===== src/rtl/tick_gen_if.sv =====
// tick_gen_if: memory-style request/response bus between a host and tick_gen
interface tick_gen_if;
   logic        tick_valid;
   logic [31:0] tick_addr;
   logic [31:0] tick_wdata;
   logic [3:0]  tick_wstrb;
   logic [31:0] tick_rdata;
   logic        tick_ready;
   modport master (
      output tick_valid, tick_addr, tick_wdata, tick_wstrb,
      input  tick_rdata, tick_ready
   );
   modport slave (
      input  tick_valid, tick_addr, tick_wdata, tick_wstrb,
      output tick_rdata, tick_ready
   );
endinterface


===== src/rtl/tick_gen.sv =====
// tick_gen: run-time programmable multi-channel tick/toggle generator.
// Define TICK_GEN_IRQ_EN to add sticky per-channel PEND/IE bits and tick_irq.
module tick_gen #(
   parameter int NUM_CH    = 2,
   parameter int DIV_WIDTH = 16,
   parameter int DIV0_RST  = 380,
   parameter int DIVN_RST  = 216
) (
   input  logic              clock,
   input  logic              reset,
   tick_gen_if.slave         bus,
   output logic [NUM_CH-1:0] tick_pulse,
   output logic [NUM_CH-1:0] tick_toggle,
   output logic              tick_irq
);
   logic [2:0]  ch_idx;
   logic        sel_ctrl;
   logic        wr;
   logic        rd;
   logic [31:0] wmask;
   logic [31:0] rd_val [NUM_CH];
   logic [31:0] rd_mux;
   logic        unused_addr;
   // channel field spans the 8-channel maximum so unpopulated slots decode as out of range
   assign ch_idx      = bus.tick_addr[5:3];
   assign sel_ctrl    = bus.tick_addr[2];
   assign wr          = bus.tick_valid && (|bus.tick_wstrb);
   assign rd          = bus.tick_valid && !(|bus.tick_wstrb);
   assign wmask       = {{8{bus.tick_wstrb[3]}}, {8{bus.tick_wstrb[2]}},
                         {8{bus.tick_wstrb[1]}}, {8{bus.tick_wstrb[0]}}};
   assign unused_addr = ^{bus.tick_addr[31:6], bus.tick_addr[1:0]};
`ifdef TICK_GEN_IRQ_EN
   logic [NUM_CH-1:0] irq_src;
`endif
   for (genvar c = 0; c < NUM_CH; c++) begin : g_ch
      localparam logic [DIV_WIDTH-1:0] DIV_INIT = DIV_WIDTH'(c == 0 ? DIV0_RST : DIVN_RST);
      logic [DIV_WIDTH-1:0] div;
      logic [DIV_WIDTH-1:0] cnt;
      logic [DIV_WIDTH-1:0] cnt_nxt;
      logic                 en;
      logic                 en_nxt;
      logic                 oneshot;
      logic                 tog;
      logic                 pulse;
      logic                 hit;
      logic                 wr_div;
      logic                 wr_ctrl;
      logic                 term;
      logic                 fire;
      assign hit     = ch_idx == 3'(c);
      assign wr_div  = wr && hit && !sel_ctrl;
      assign wr_ctrl = wr && hit && sel_ctrl && bus.tick_wstrb[0];
      assign term    = en && (cnt == div);
      // a DIV write or an EN-clearing CTRL write on the terminal edge swallows the tick
      assign fire    = term && !wr_div && !(wr_ctrl && !bus.tick_wdata[0]);
      always_comb begin
         en_nxt  = wr_ctrl ? bus.tick_wdata[0] : en && !(fire && oneshot);
         cnt_nxt = (wr_div || !en || !en_nxt || term) ? '0 : cnt + DIV_WIDTH'(1);
      end
      always_ff @(posedge clock or posedge reset)
         if (reset) begin
            div     <= DIV_INIT;
            cnt     <= '0;
            en      <= 1'b1;
            oneshot <= 1'b0;
            tog     <= 1'b0;
            pulse   <= 1'b0;
         end else begin
            if (wr_div) div <= DIV_WIDTH'((32'(div) & ~wmask) | (bus.tick_wdata & wmask));
            if (wr_ctrl) oneshot <= bus.tick_wdata[1];
            en    <= en_nxt;
            cnt   <= cnt_nxt;
            pulse <= fire;
            tog   <= tog ^ fire;
         end
      assign tick_pulse[c]  = pulse;
      assign tick_toggle[c] = tog;
`ifdef TICK_GEN_IRQ_EN
      logic pend;
      logic ie;
      always_ff @(posedge clock or posedge reset)
         if (reset) begin
            pend <= 1'b0;
            ie   <= 1'b0;
         end else begin
            pend <= fire || (pend && !(wr_ctrl && bus.tick_wdata[3]));
            if (wr_ctrl) ie <= bus.tick_wdata[4];
         end
      assign irq_src[c] = pend && ie;
      assign rd_val[c]  = sel_ctrl ? {27'd0, ie, pend, tog, oneshot, en} : 32'(div);
`else
      assign rd_val[c]  = sel_ctrl ? {29'd0, tog, oneshot, en} : 32'(div);
`endif
   end
   always_comb begin
      rd_mux = '0;
      for (int i = 0; i < NUM_CH; i++) rd_mux = (ch_idx == 3'(i)) ? rd_val[i] : rd_mux;
   end
   always_ff @(posedge clock or posedge reset)
      if (reset) begin
         bus.tick_ready <= 1'b0;
         bus.tick_rdata <= '0;
      end else begin
         bus.tick_ready <= bus.tick_valid;
         bus.tick_rdata <= rd ? rd_mux : '0;
      end
`ifdef TICK_GEN_IRQ_EN
   always_ff @(posedge clock or posedge reset)
      if (reset) tick_irq <= 1'b0;
      else tick_irq <= |irq_src;
`else
   assign tick_irq = 1'b0;
`endif
endmodule


===== src/flat_wrapper.sv =====
// flat-port wrapper written by rule: the top's interface ports become plain ports
module tick_gen_flat 
#(
   parameter int NUM_CH    = 2,
   parameter int DIV_WIDTH = 16,
   parameter int DIV0_RST  = 380,
   parameter int DIVN_RST  = 216
)
  (clock, reset, tick_pulse, tick_toggle, tick_irq, bus_tick_valid, bus_tick_addr, bus_tick_wdata, bus_tick_wstrb, bus_tick_rdata, bus_tick_ready);
  tick_gen_if bus_i ();
  input  logic clock;
  input  logic reset;
  output logic [NUM_CH-1:0] tick_pulse;
  output logic [NUM_CH-1:0] tick_toggle;
  output logic tick_irq;
  input wire logic [$bits(bus_i.tick_valid)-1:0] bus_tick_valid;
  input wire logic [$bits(bus_i.tick_addr)-1:0] bus_tick_addr;
  input wire logic [$bits(bus_i.tick_wdata)-1:0] bus_tick_wdata;
  input wire logic [$bits(bus_i.tick_wstrb)-1:0] bus_tick_wstrb;
  output wire logic [$bits(bus_i.tick_rdata)-1:0] bus_tick_rdata;
  output wire logic [$bits(bus_i.tick_ready)-1:0] bus_tick_ready;
  assign bus_i.tick_valid = bus_tick_valid;
  assign bus_i.tick_addr = bus_tick_addr;
  assign bus_i.tick_wdata = bus_tick_wdata;
  assign bus_i.tick_wstrb = bus_tick_wstrb;
  assign bus_tick_rdata = bus_i.tick_rdata;
  assign bus_tick_ready = bus_i.tick_ready;
  tick_gen #(.NUM_CH(NUM_CH), .DIV_WIDTH(DIV_WIDTH), .DIV0_RST(DIV0_RST), .DIVN_RST(DIVN_RST)) u_core (.clock(clock), .reset(reset), .bus(bus_i), .tick_pulse(tick_pulse), .tick_toggle(tick_toggle), .tick_irq(tick_irq));
endmodule

===== config.mk =====
export PLATFORM = sky130hd
export DESIGN_NAME = tick_gen_flat
export DESIGN_NICKNAME = d
export VERILOG_FILES = /design/src/rtl/tick_gen_if.sv /design/src/rtl/tick_gen.sv /design/src/flat_wrapper.sv
export SDC_FILE = /design/constraint.sdc
export NUM_CORES = 1
export LEC_CHECK = 0
export ABC_AREA = 0
export CORE_MARGIN = 2
export CORE_UTILIZATION = 37
export DETAILED_ROUTE_END_ITERATION = 8
export DONT_BUFFER_PORTS = 1
export GPL_TIMING_DRIVEN = 1
export PLACE_DENSITY_LB_ADDON = 0.15
export SETUP_SLACK_MARGIN = 0.2
export SLEW_MARGIN = 20
export SYNTH_ARGS = -nofsm -noshare
export SYNTH_HDL_FRONTEND = slang
export SYNTH_SLANG_ARGS = --single-unit

===== constraint.sdc =====
create_clock -name clock -period 3.6 [get_ports clock]
set_clock_uncertainty 0.15 [all_clocks]
set_input_delay 0.36 -clock clock [delete_from_list [all_inputs] [get_ports clock]]
set_output_delay 0.36 -clock clock [all_outputs]
set_load 0.01 [all_outputs]

==> results of run 1 <==
## worst max-delay path: stages (launching register included)
cell and delay, ns:
dfrtp_1 0.43, xor2_1 0.19, nor3_1 0.24, or3b_2 0.50, o21ai_2 0.56, nor2_1 0.12
## cell type report
type	instances	area share, %
Sequential cell	89	47.10
Multi-Input combinational cell	284	41.16
Clock buffer	12	5.388
Tap cell	143	3.758
Timing Repair Buffer	6	1.104
Clock inverter	4	1.078
Inverter	5	0.4205
## per-stage QoR
stage	utilization (%)	instances	worst slack, ns
detailed placement	38.57	524	1.254
global route	41.52	543	1.115
floorplan	-	410	0.8030
CTS	41.43	542	1.238
finish	41.52	543	1.256
global placement	38.57	524	1.248
## how the worst min path moves through the flow
stage / startpoint / end / slack, ns
after floorplan: bus_tick_valid / u_core.bus.tick_ready / 0.24
after global placement: reset / u_core.g_ch[1].cnt[13] / 0.23
after detailed placement: reset / asynchronous set/reset pin / 0.24
after CTS: bus_tick_wdata[12] / register / 0.0009
after global routing: bus_tick_wdata[10] / register / 0.002
final: bus_tick_wdata[10] / register / 0.02
## what timing repair did
item / in CTS / in global routing
setup endpoints to repair: 0 / 0
hold buffers: 2 / 1
setup buffers: 0 / 0
hold endpoints to repair: 38 / 1
## power by group through the flow
stage	clock network [uW]	registers [uW]	logic, uW
final	960	1250	320
after global placement	0	1260	318
after CTS	996	1250	326
after floorplan	0	1210	307
after detailed placement	0	1270	321
after global routing	1030	1260	363
## kinds of logic (layout without fill, tap and decap cells)
group           count (synthesis)  in the layout  share of synthesized area, %
compound gates                 26             26                         4.837
xor+xnor                       61             61                         12.22
fa+ha+maj                       2              2                        0.5723
buf+inv                        37             27                         5.266
flops                          89             89                         51.29
mux                            40             40                         10.13
other cells                     1             17                       0.08578
simple gates                  138            138                         15.60
## per-layer routing
metal | wire [um] | up-vias
met1 | 4376 | 1365
met4 | 250 | 0
met2 | 4693 | 62
met5 | 0 | -
met3 | 462 | 18
li1 | - | 1318
## synth_stat cells (2+ instances only)
cell	instances
nand2_1	18
dfrtp_1	77
buf_4	22
nor3_1	8
nor4_1	2
mux2i_1	6
dfstp_2	12
a2111oi_2	2
o31a_1	2
nor2b_1	2
o22a_1	3
nand4_1	13
o21ai_2	2
nor2_1	58
xnor2_1	37
and3_1	3
mux2_2	34
ha_1	2
and2_1	4
nor3_2	2
or4_1	2
clkbuf_1	8
nand3_1	11
xor2_1	24
or2_2	3
o21ai_0	2
a22oi_1	13
or3b_2	3
inv_1	5
==> summary.txt, run 1 <==
Detailed routing
  • Remaining antenna violation count: 0
  • Routed WL per cell: between 15 and 20 um
  • Via/cell ratio: slightly above 5
  • DRC: 0
  • Pre-antenna DRT Iters: 4
  • Via count: about 2800
  • Initial DRC Count: roughly 160
  • Post-Route WL: about 9800 um

STA
  • Slew Limit Headroom: a little under half
  • Max Fclk: approximately 0.43 GHz
  • RSZ-0062 raised after global routing: false
  • Final Cycle Share: roughly 65%
  • Post-layout minimum cycle time: 2.344 ns
  • # setup viols final: 0
  • Fin Hold WS: approximately 0.016 ns
  • Final count of hold timing violations: 0
  • Final setup TNS: 0 ns
  • Fin. max-slew vios: 0
  • Slew @ Worst Pin: roughly 0.80 ns

Synth
  • Synthesized area: ~4400 um2
  • Synth area leaders: dfrtp_1 (44%), mux2_2 (8.8%), xnor2_1 (7.4%)
  • #FFs+latches synth: slightly below 90
  • Ys flop type: dfrtp_1
  • Avg Cell Area, Syn: between 10 and 15 um2
  • Post-synth top area share: approximately 44%
  • Post-synthesis sequential area ratio: approximately half
  • Yosys warns: 0
  • Synth unique cells: 43
  • Yosys top cell by area: dfrtp_1
  • EDFF count, synth: 0
  • FFs w/ async S/R, synth: 100.0%
  • Mapped Cells: roughly 400

Pwr
  • Sw Share: 26.41%
  • VDD IR max: between 200 and 300 uV
  • Power share of the sequential group: between 40% and 50%
  • Clock power frac: 38.0%
  • Gate power share: 12.7%
  • P_leak: 0.001946 uW
  • Int Pwr: 1860 uW
  • Total Power: 2527 uW
  • Psw: around 670 uW
  • Pwr Density: about 530 nW/um2

Clock network
  • Worst skew pair latency: between 0.3 and 0.4 ns
  • CTS tree: built
  • Clock Pin Slew Worst Setup and Hold Paths: about 0.060 ns
  • CTS Root Cell: clkbuf_16
  • CTS Buf Count: 9
  • Clock sink total: 89
  • CTS max path bufs: 2
  • Post-cts sizing count: 0
  • # H-tree levels: 3

Setup path
  • WP data required: approximately 3.6 ns
  • Crit. End Element: register
  • Critical path destination: u_core.g_ch[0].cnt[6]
  • Crit-path max FO: 15
  • Reg-to-reg slack, setup: 1.26 ns
  • Worst r2r dst: u_core.g_ch[0].cnt[6]
  • Crit path kind: reg2reg
  • Crit path DAT: between 2 and 2.5 ns
  • FF-to-FF path depth: 5
  • Startpoint types: register

Global route
  • Gr busiest metal: met2
  • First-pass GRT wire length: between 15000 and 20000 um
  • Vias in the first global route: 2854
  • Met3 GRT Util: 4.231%
  • All-Layer GR Usage: between 10% and 20%
  • Largest net degree at the start of global routing: 43
  • Met1 usage: about 22%
  • Antenna violations before repair: 0
  • Remaining global-route overflow: 0
  • M2 GR Usage: around a quarter

Die
  • Die Ht: between 100 and 150 um
  • IO Pins: around 110
  • Rows: 39
  • Die Wd: 112.7 um
  • Core Box Area: approximately 11000 um2
  • Starting Density: around two fifths
  • Full die area: ~13000 um2

Finish
  • Nets: between 400 and 500
  • FF/Latch Area: about 2200 um2
  • Layout area overhead: 8.901%
  • Most frequent cells in the layout: dfrtp_1 (77), nor2_1 (58), xnor2_1 (37), mux2_2 (34), xor2_1 (24)
  • Area of the multi-input gates: about 2000 um2
  • Most common cell after layout, fill and taps aside: dfrtp_1
  • Design Area, Final: approximately 4800 um2
  • Share of cells above drive strength 1: ~20%
  • Antenna Cells: 0
  • Fillers: between 1000 and 1500

Placement
  • Placed cell area: 4423 um2
  • DP HPWL: between 7000 and 8000 um
  • I/O Buffers: 0
  • Final Wtd Congestion: 0.7545

Job
  • Max-cap violations: 0

Run status
  • Outcome: finished clean

Worst hold path
  • WHS Path Cells: 1
  • HP Class: in2reg
Note: power is estimated with default switching activity, not from simulation.
==> inputs of run 2 (changes only) <==
==> constraint.sdc (replaced) <==
create_clock -name clock -period 2.3 [get_ports clock]
set_clock_uncertainty 0.15 [all_clocks]
set_input_delay 0.23 -clock clock [delete_from_list [all_inputs] [get_ports clock]]
set_output_delay 0.23 -clock clock [all_outputs]
set_load 0.01 [all_outputs]
==> run 2 against run 1 <==
  * Non-clock buffer count increased by 29
  * Cell count up 5.3%
  * Die area stayed put
  * Total power increased by 55%
  * Sequential power is 56% higher
  * Maximum frequency increased by 9.7%
  * Highest routed layer unchanged
==> summary.txt, run 2 (synthesis results as in run 1) <==
Run status
  • Outcome: finished clean

Pwr
  • P_leak: 0.002083 uW (+7.0%)
  • VDD IR max: 383.5 uV (+29%)
  • Pwr Density: 777.9 nW/um2 (+47%)
  • Total Power: 3926 uW (+55%)

Die
  • Die Wd: 112.7 um (unchanged)
  • Rows: 39 (unchanged)
  • Core Box Area: 11470 um2 (unchanged)
  • Full die area: 12700 um2 (unchanged)
  • IO Pins: 109 (unchanged)
  • Starting Density: 38.12% (unchanged)
  • Die Ht: 112.7 um (unchanged)

Clock network
  • Clock Pin Slew Worst Setup and Hold Paths: 0.07 ns (about the same)
  • Worst skew pair latency: 0.35 ns (about the same)
  • # H-tree levels: 3 (unchanged)
  • CTS Root Cell: clkbuf_16
  • CTS max path bufs: 2 (unchanged)
  • CTS tree: built
  • Clock sink total: 89 (unchanged)
  • CTS Buf Count: 9 (unchanged)

STA
  • Slew @ Worst Pin: 0.7494 ns (-0.05278 ns)
  • Final Cycle Share: 92.89% (+28 points)
  • Final worst slack: 0.1635 ns (-1.093 ns)
  • Max Fclk: 0.4680 GHz (+9.7%)
  • Fin. max-slew vios: 0 (unchanged)
  • Fin Hold WS: 0.01396 ns (-0.001777 ns)
  • Slew Limit Headroom: 49.94% (+3.6 points)
  • Final count of hold timing violations: 0 (unchanged)
  • # setup viols final: 0 (unchanged)
  • Final setup TNS: 0 ns (unchanged)
  • Post-layout minimum cycle time: 2.137 ns (-0.2075 ns)
  • RSZ-0062 raised after global routing: true

Job
  • Max-cap violations: 0 (unchanged)

Finish
  • Final Util: 44.02% (+2.5 points)
  • Most frequent cells in the layout: dfrtp_1 (77), nor2_1 (58), xnor2_1 (35), mux2_2 (34), xor2_1 (24)
  • Nets: 497 (+6.2%)
  • Most common cell after layout, fill and taps aside: dfrtp_1
  • Layout area overhead: 15.46%
  • Antenna Cells: 0 (unchanged)
  • Share of cells above drive strength 1: 22.14% (+2.1 points)

Placement
  • DP HPWL: 7256 um (+0.36%)
  • Final Wtd Congestion: 0.7995 (+6.0%)
  • Post-placement worst setup slack: 0.08193 ns (-1.172 ns)
  • I/O Buffers: 0 (unchanged)

Setup path
  • Slowest CP cell: dfstp_2
  • Crit. End Element: register
  • Reg-to-reg slack, setup: 0.16 ns (-1.09 ns)
  • Worst path buffer plus inverter count: 0 (unchanged)
  • Critical Path Stages: 5 (unchanged)
  • FF-to-FF path depth: 5 (unchanged)
  • Max stage delay on crit path: 0.57 ns (about the same)
  • Worst r2r dst: u_core.g_ch[1].en
  • Cell Chain, Critical Path: xnor2_2 > nand4_1 > or4_1 > or4_4 > o31a_1
  • Crit path kind: reg2reg
  • Crit-path max FO: 3 (-12)
  • Startpoint types: register
  • Top Family by Delay on Critical Path: simple AND/OR/NAND/NOR gates
  • WP data required: 2.42 ns (-1.22 ns)
  • Crit path DAT: 2.25 ns (-0.14 ns)

Detailed routing
  • DRC: 0 (unchanged)
  • Via count: 2871 (+3.9%)
  • Remaining antenna violation count: 0 (unchanged)
  • Initial DRC Count: 88 (-44%)
  • Via/cell ratio: 5.019 (-1.4%)
  • Routed WL per cell: 17.41 um (-3.4%)
  • Post-Route WL: 9956 um (+1.8%)
  • Pre-antenna DRT Iters: 4 (unchanged)

Global route
  • Largest net degree at the start of global routing: 36 (-16%)
  • All-Layer GR Usage: 17.24% (+0.57 points)
  • Vias in the first global route: 2989 (+4.7%)
  • Antenna violations before repair: 0 (unchanged)
  • First-pass GRT wire length: 16620 um (+3.3%)
  • Remaining global-route overflow: 0 (unchanged)

Worst hold path
  • Hold path startpoint: bus_tick_wdata[0]
  • HP Class: in2reg
  • WHS Path Cells: 2 (+1)
  • Hold path endpoint: u_core.g_ch[0].en
-- run 2: cell count changes in the layout (fill, tap and decap cells not counted), moves of 2 or more --
cell / before / now
nor3_2: 2 / 4
xnor2_2: 0 / 2
dlygate4sd3_1: 3 / 20
nor3_1: 8 / 6
buf_4: 3 / 12
xnor2_1: 37 / 35
buf_12: 0 / 2
-- run 2: cell type report --
class                   count  area (um2)
fillers                  1078        6420
flip-flops and latches     89        2242
inverters                   5       22.52
clock buffers              13       260.3
clock inverters             3       17.52
well taps                 143       178.9
multi-input cells         284        1984
repair buffers             35       341.6
-- run 2: how the worst max path moves through the flow --
stage / startpoint / end / slack (ns)
final: register / u_core.g_ch[1].en / 0.16
after global routing: register / u_core.g_ch[1].en / 0.06
after CTS: register / u_core.g_ch[1].en / 0.15
after detailed placement: register / u_core.g_ch[1].en / 0.08
after global placement: register / u_core.g_ch[1].en / 0.09
after floorplan: register / u_core.g_ch[1].en / 0.22
-- run 2: report_power, final --
part	internal, uW	switching (uW)	total [uW]	leakage (uW)
Sequential	1750	195	1950	0.00116
Combinational	313	267	580	0.000785
Clock	789	607	1400	0.000136
Total	2860	1070	3930	0.00208
-- run 2: layer usage --
metal  part of all wire, %  vias to the layer above  global-route usage, %
met5                     0                        -                      0
li1                      -                     1374                      -
met4                   2.2                        0                  7.480
met3                   2.9                       14                  3.856
met2                    48                       40                  27.31
met1                    47                     1443                  22.86
-- run 2: per-stage QoR --
step | std cells | instance area, um2
finish | 572 | 5047
global placement | 535 | 4538
global route | 572 | 5047
CTS | 572 | 5029
detailed placement | 535 | 4538
floorplan | 410 | 4436
-- run 2: worst register-to-register path, cell delays in order, from the launching register on --
cell and delay, ns:
dfstp_2 0.57, xnor2_2 0.11, nand4_1 0.13, or4_1 0.41, or4_4 0.44, o31a_1 0.25
-- run 2: repair_timing --
item                       in CTS  in global routing
buffers inserted                1                  0
hold endpoints to repair       61                  0
setup endpoints to repair       7                 32
gates resized for setup         1                  3
pin swaps                       2                  1
hold buffers                   20                  0
==> inputs of run 3 (changes only) <==
--- a/config.mk
+++ b/config.mk
@@ -7,7 +7,8 @@
 export LEC_CHECK = 0
 export ABC_AREA = 0
 export CORE_MARGIN = 2
-export CORE_UTILIZATION = 37
+export CORE_UTILIZATION = 40
+export CTS_CLUSTER_DIAMETER = 50
 export DETAILED_ROUTE_END_ITERATION = 8
 export DONT_BUFFER_PORTS = 1
 export GPL_TIMING_DRIVEN = 1
==> constraint.sdc (replaced) <==
create_clock -name clock -period 2.3 [get_ports clock]
set_clock_uncertainty 0.15 [all_clocks]
set_input_delay 0.23 -clock clock [delete_from_list [all_inputs] [get_ports clock]]
set_output_delay 0.23 -clock clock [all_outputs]
set_load 0.05 [all_outputs]
==> run 3 against run 2 <==
  * Total power shrank 3.4%
  * Maximum frequency shrank 0.38%
  * Clock-buffer cell count shrank 3
  * Critical path depth is the same
  * Clock power shrank 19%
  * Wire length shrank 1.1%
  * Via count grew 1.3%
  * Cell count grew 0.17%
  * Design area shrank 0.92%
  * Non-clock buffer count grew 4
  * Flip-flop and latch count is the same
==> summary.txt, run 3 (synthesis results as in run 1) <==
Placement
  • Placed cell area: 4517 um2 (-0.47%)
  • DP HPWL: 7124 um (-1.8%)
  • I/O Buffers: 0 (unchanged)
  • Final Wtd Congestion: 0.8630 (+7.9%)
  • Post-placement worst setup slack: 0.08944 ns (+0.007514 ns)

Worst hold path
  • HP Class: in2reg
  • Hold path startpoint: bus_tick_addr[2]
  • Hold path endpoint: u_core.g_ch[0].pulse
  • WHS Path Cells: 3 (+1)

Setup path
  • Crit path kind: reg2reg
  • WP data required: 2.44 ns (+0.02 ns)
  • Crit. End Element: register
  • Startpoint types: register
  • Reg-to-reg slack, setup: 0.16 ns (about the same)
  • Crit-path max FO: 3 (unchanged)
  • Worst path buffer plus inverter count: 0 (unchanged)
  • Cell Chain, Critical Path: xnor2_2 > nand4_1 > or4_1 > or4_4 > o31a_1
  • Worst r2r dst: u_core.g_ch[1].en
  • Top Family by Delay on Critical Path: simple AND/OR/NAND/NOR gates
  • Max stage delay on crit path: 0.59 ns (+0.02 ns)
  • Crit path DAT: 2.29 ns (+0.04 ns)
  • FF-to-FF path depth: 5 (unchanged)
  • Slowest CP cell: dfstp_2

Detailed routing
  • DRC: 0 (unchanged)
  • Via/cell ratio: 5.075 (+1.1%)
  • Initial DRC Count: 91 (+3.4%)
  • Routed WL per cell: 17.18 um (-1.3%)
  • Remaining antenna violation count: 0 (unchanged)
  • Pre-antenna DRT Iters: 4 (unchanged)
  • Via count: 2908 (+1.3%)
  • Post-Route WL: 9846 um (-1.1%)

STA
  • Fin. max-slew vios: 0 (unchanged)
  • RSZ-0062 raised after global routing: true
  • Final count of hold timing violations: 0 (unchanged)
  • Final Cycle Share: 93.25% (+0.35 points)
  • # setup viols final: 0 (unchanged)
  • Fin Hold WS: 0.03161 ns (+0.01766 ns)
  • Final worst slack: 0.1553 ns (-0.008148 ns)
  • Post-layout minimum cycle time: 2.145 ns (+0.008148 ns)
  • Final setup TNS: 0 ns (unchanged)
  • Max Fclk: 0.4663 GHz (-0.38%)
  • Slew @ Worst Pin: 0.5676 ns (-0.1818 ns)
  • Slew Limit Headroom: 62.16% (+12 points)

Pwr
  • Pwr Density: 758.3 nW/um2 (-2.5%)
  • Total Power: 3792 uW (-3.4%)
  • P_leak: 0.002053 uW (-1.4%)
  • VDD IR max: 272.1 uV (-29%)

Clock network
  • Worst skew pair latency: 0.37 ns (+0.02 ns)
  • Clock sink total: 89 (unchanged)
  • CTS Root Cell: clkbuf_8
  • CTS Buf Count: 9 (unchanged)
  • # H-tree levels: 3 (unchanged)
  • CTS tree: built
  • Clock Pin Slew Worst Setup and Hold Paths: 0.09 ns (+0.02 ns)
  • CTS max path bufs: 2 (unchanged)

Global route
  • First-pass GRT wire length: 15770 um (-5.1%)
  • Remaining global-route overflow: 0 (unchanged)
  • Antenna violations before repair: 0 (unchanged)
  • Vias in the first global route: 2914 (-2.5%)
  • Largest net degree at the start of global routing: 40 (+11%)
  • All-Layer GR Usage: 18.00% (+0.76 points)

Finish
  • Design Area, Final: 5001 um2 (-0.92%)
  • Most common cell after layout, fill and taps aside: dfrtp_1
  • Layout area overhead: 14.40%
  • Antenna Cells: 0 (unchanged)
  • Nets: 501 (+0.80%)
  • Share of cells above drive strength 1: 22.86% (+0.72 points)
  • Most frequent cells in the layout: dfrtp_1 (76), nor2_1 (58), xnor2_1 (36), mux2_2 (34), xor2_1 (24)

Die
  • Die Wd: 108.5 um (-3.7%)
  • IO Pins: 109 (unchanged)
  • Starting Density: 40.68% (+2.6 points)
  • Die Ht: 108.5 um (-3.7%)
  • Core Box Area: 10750 um2 (-6.3%)
  • Rows: 38 (-2.6%)
  • Full die area: 11780 um2 (-7.2%)

Run status
  • Outcome: finished clean

Job
  • Max-cap violations: 0 (unchanged)
## run 3: changes by cell type in the layout (fill, tap and decap cells not counted), moves of 2 or more
| cell | change |
|---|---|
| buf_6 | +2 |
| clkbuf_16 | -9 |
| clkinv_4 | +2 |
| clkbuf_1 | -2 |
| clkbuf_8 | +8 |
| buf_4 | +2 |
## run 3: what timing repair did
action | CTS | global route
endpoints found under the hold margin | 119 | 0
setup buffers | 2 | 1
pin swaps | 2 | 0
hold buffers | 21 | 0
cloned | 0 | 1
setup endpoints to repair | 2 | 34
resized for setup | 0 | 11
## run 3: area by class of cell
| type | count | area (um2) |
|---|---|---|
| repair buffers | 39 | 369.1 |
| fillers | 1038 | 5744 |
| inverters | 5 | 22.52 |
| multi-input cells | 284 | 1986 |
| clock buffers | 10 | 137.6 |
| flip-flops and latches | 89 | 2243 |
| clock inverters | 6 | 67.56 |
| well taps | 140 | 175.2 |
## run 3: how the worst max path moves through the flow
stage | startpoint | end | slack, ns | depth (start not counted)
after global placement | register | u_core.g_ch[1].cnt[1] | 0.11 | 5
after CTS | register | u_core.g_ch[1].en | 0.16 | 5
after floorplan | register | u_core.g_ch[1].en | 0.22 | 5
after global routing | register | u_core.g_ch[1].en | 0.11 | 5
after detailed placement | register | u_core.g_ch[1].en | 0.09 | 5
final | register | u_core.g_ch[1].en | 0.16 | 5
## run 3: worst min-delay path, cell delays in order
cell and delay, ns:
a2111oi_2 0.04, buf_4 0.14, nor2_1 0.10
## run 3: power breakdown
group / internal [uW] / switching (uW) / total [uW]
registers: 1750 / 255 / 2010
logic: 328 / 334 / 661
clock network: 534 / 592 / 1130
## run 3: per-layer routing
metal / track usage (%) / up-vias / routed length [um]
li1: - / 1377 / -
met1: 24.61 / 1461 / 4664
met2: 28.30 / 55 / 4709
met3: 3.978 / 15 / 324
met4: 6.136 / 0 / 148
met5: 0 / - / 0
## run 3: per-stage QoR
stage | utilization, % | cells
final | 46.54 | 573
after global routing | 46.54 | 573
after CTS | 46.04 | 571
after detailed placement | 42.04 | 532
after global placement | 42.04 | 532
after floorplan | - | 410
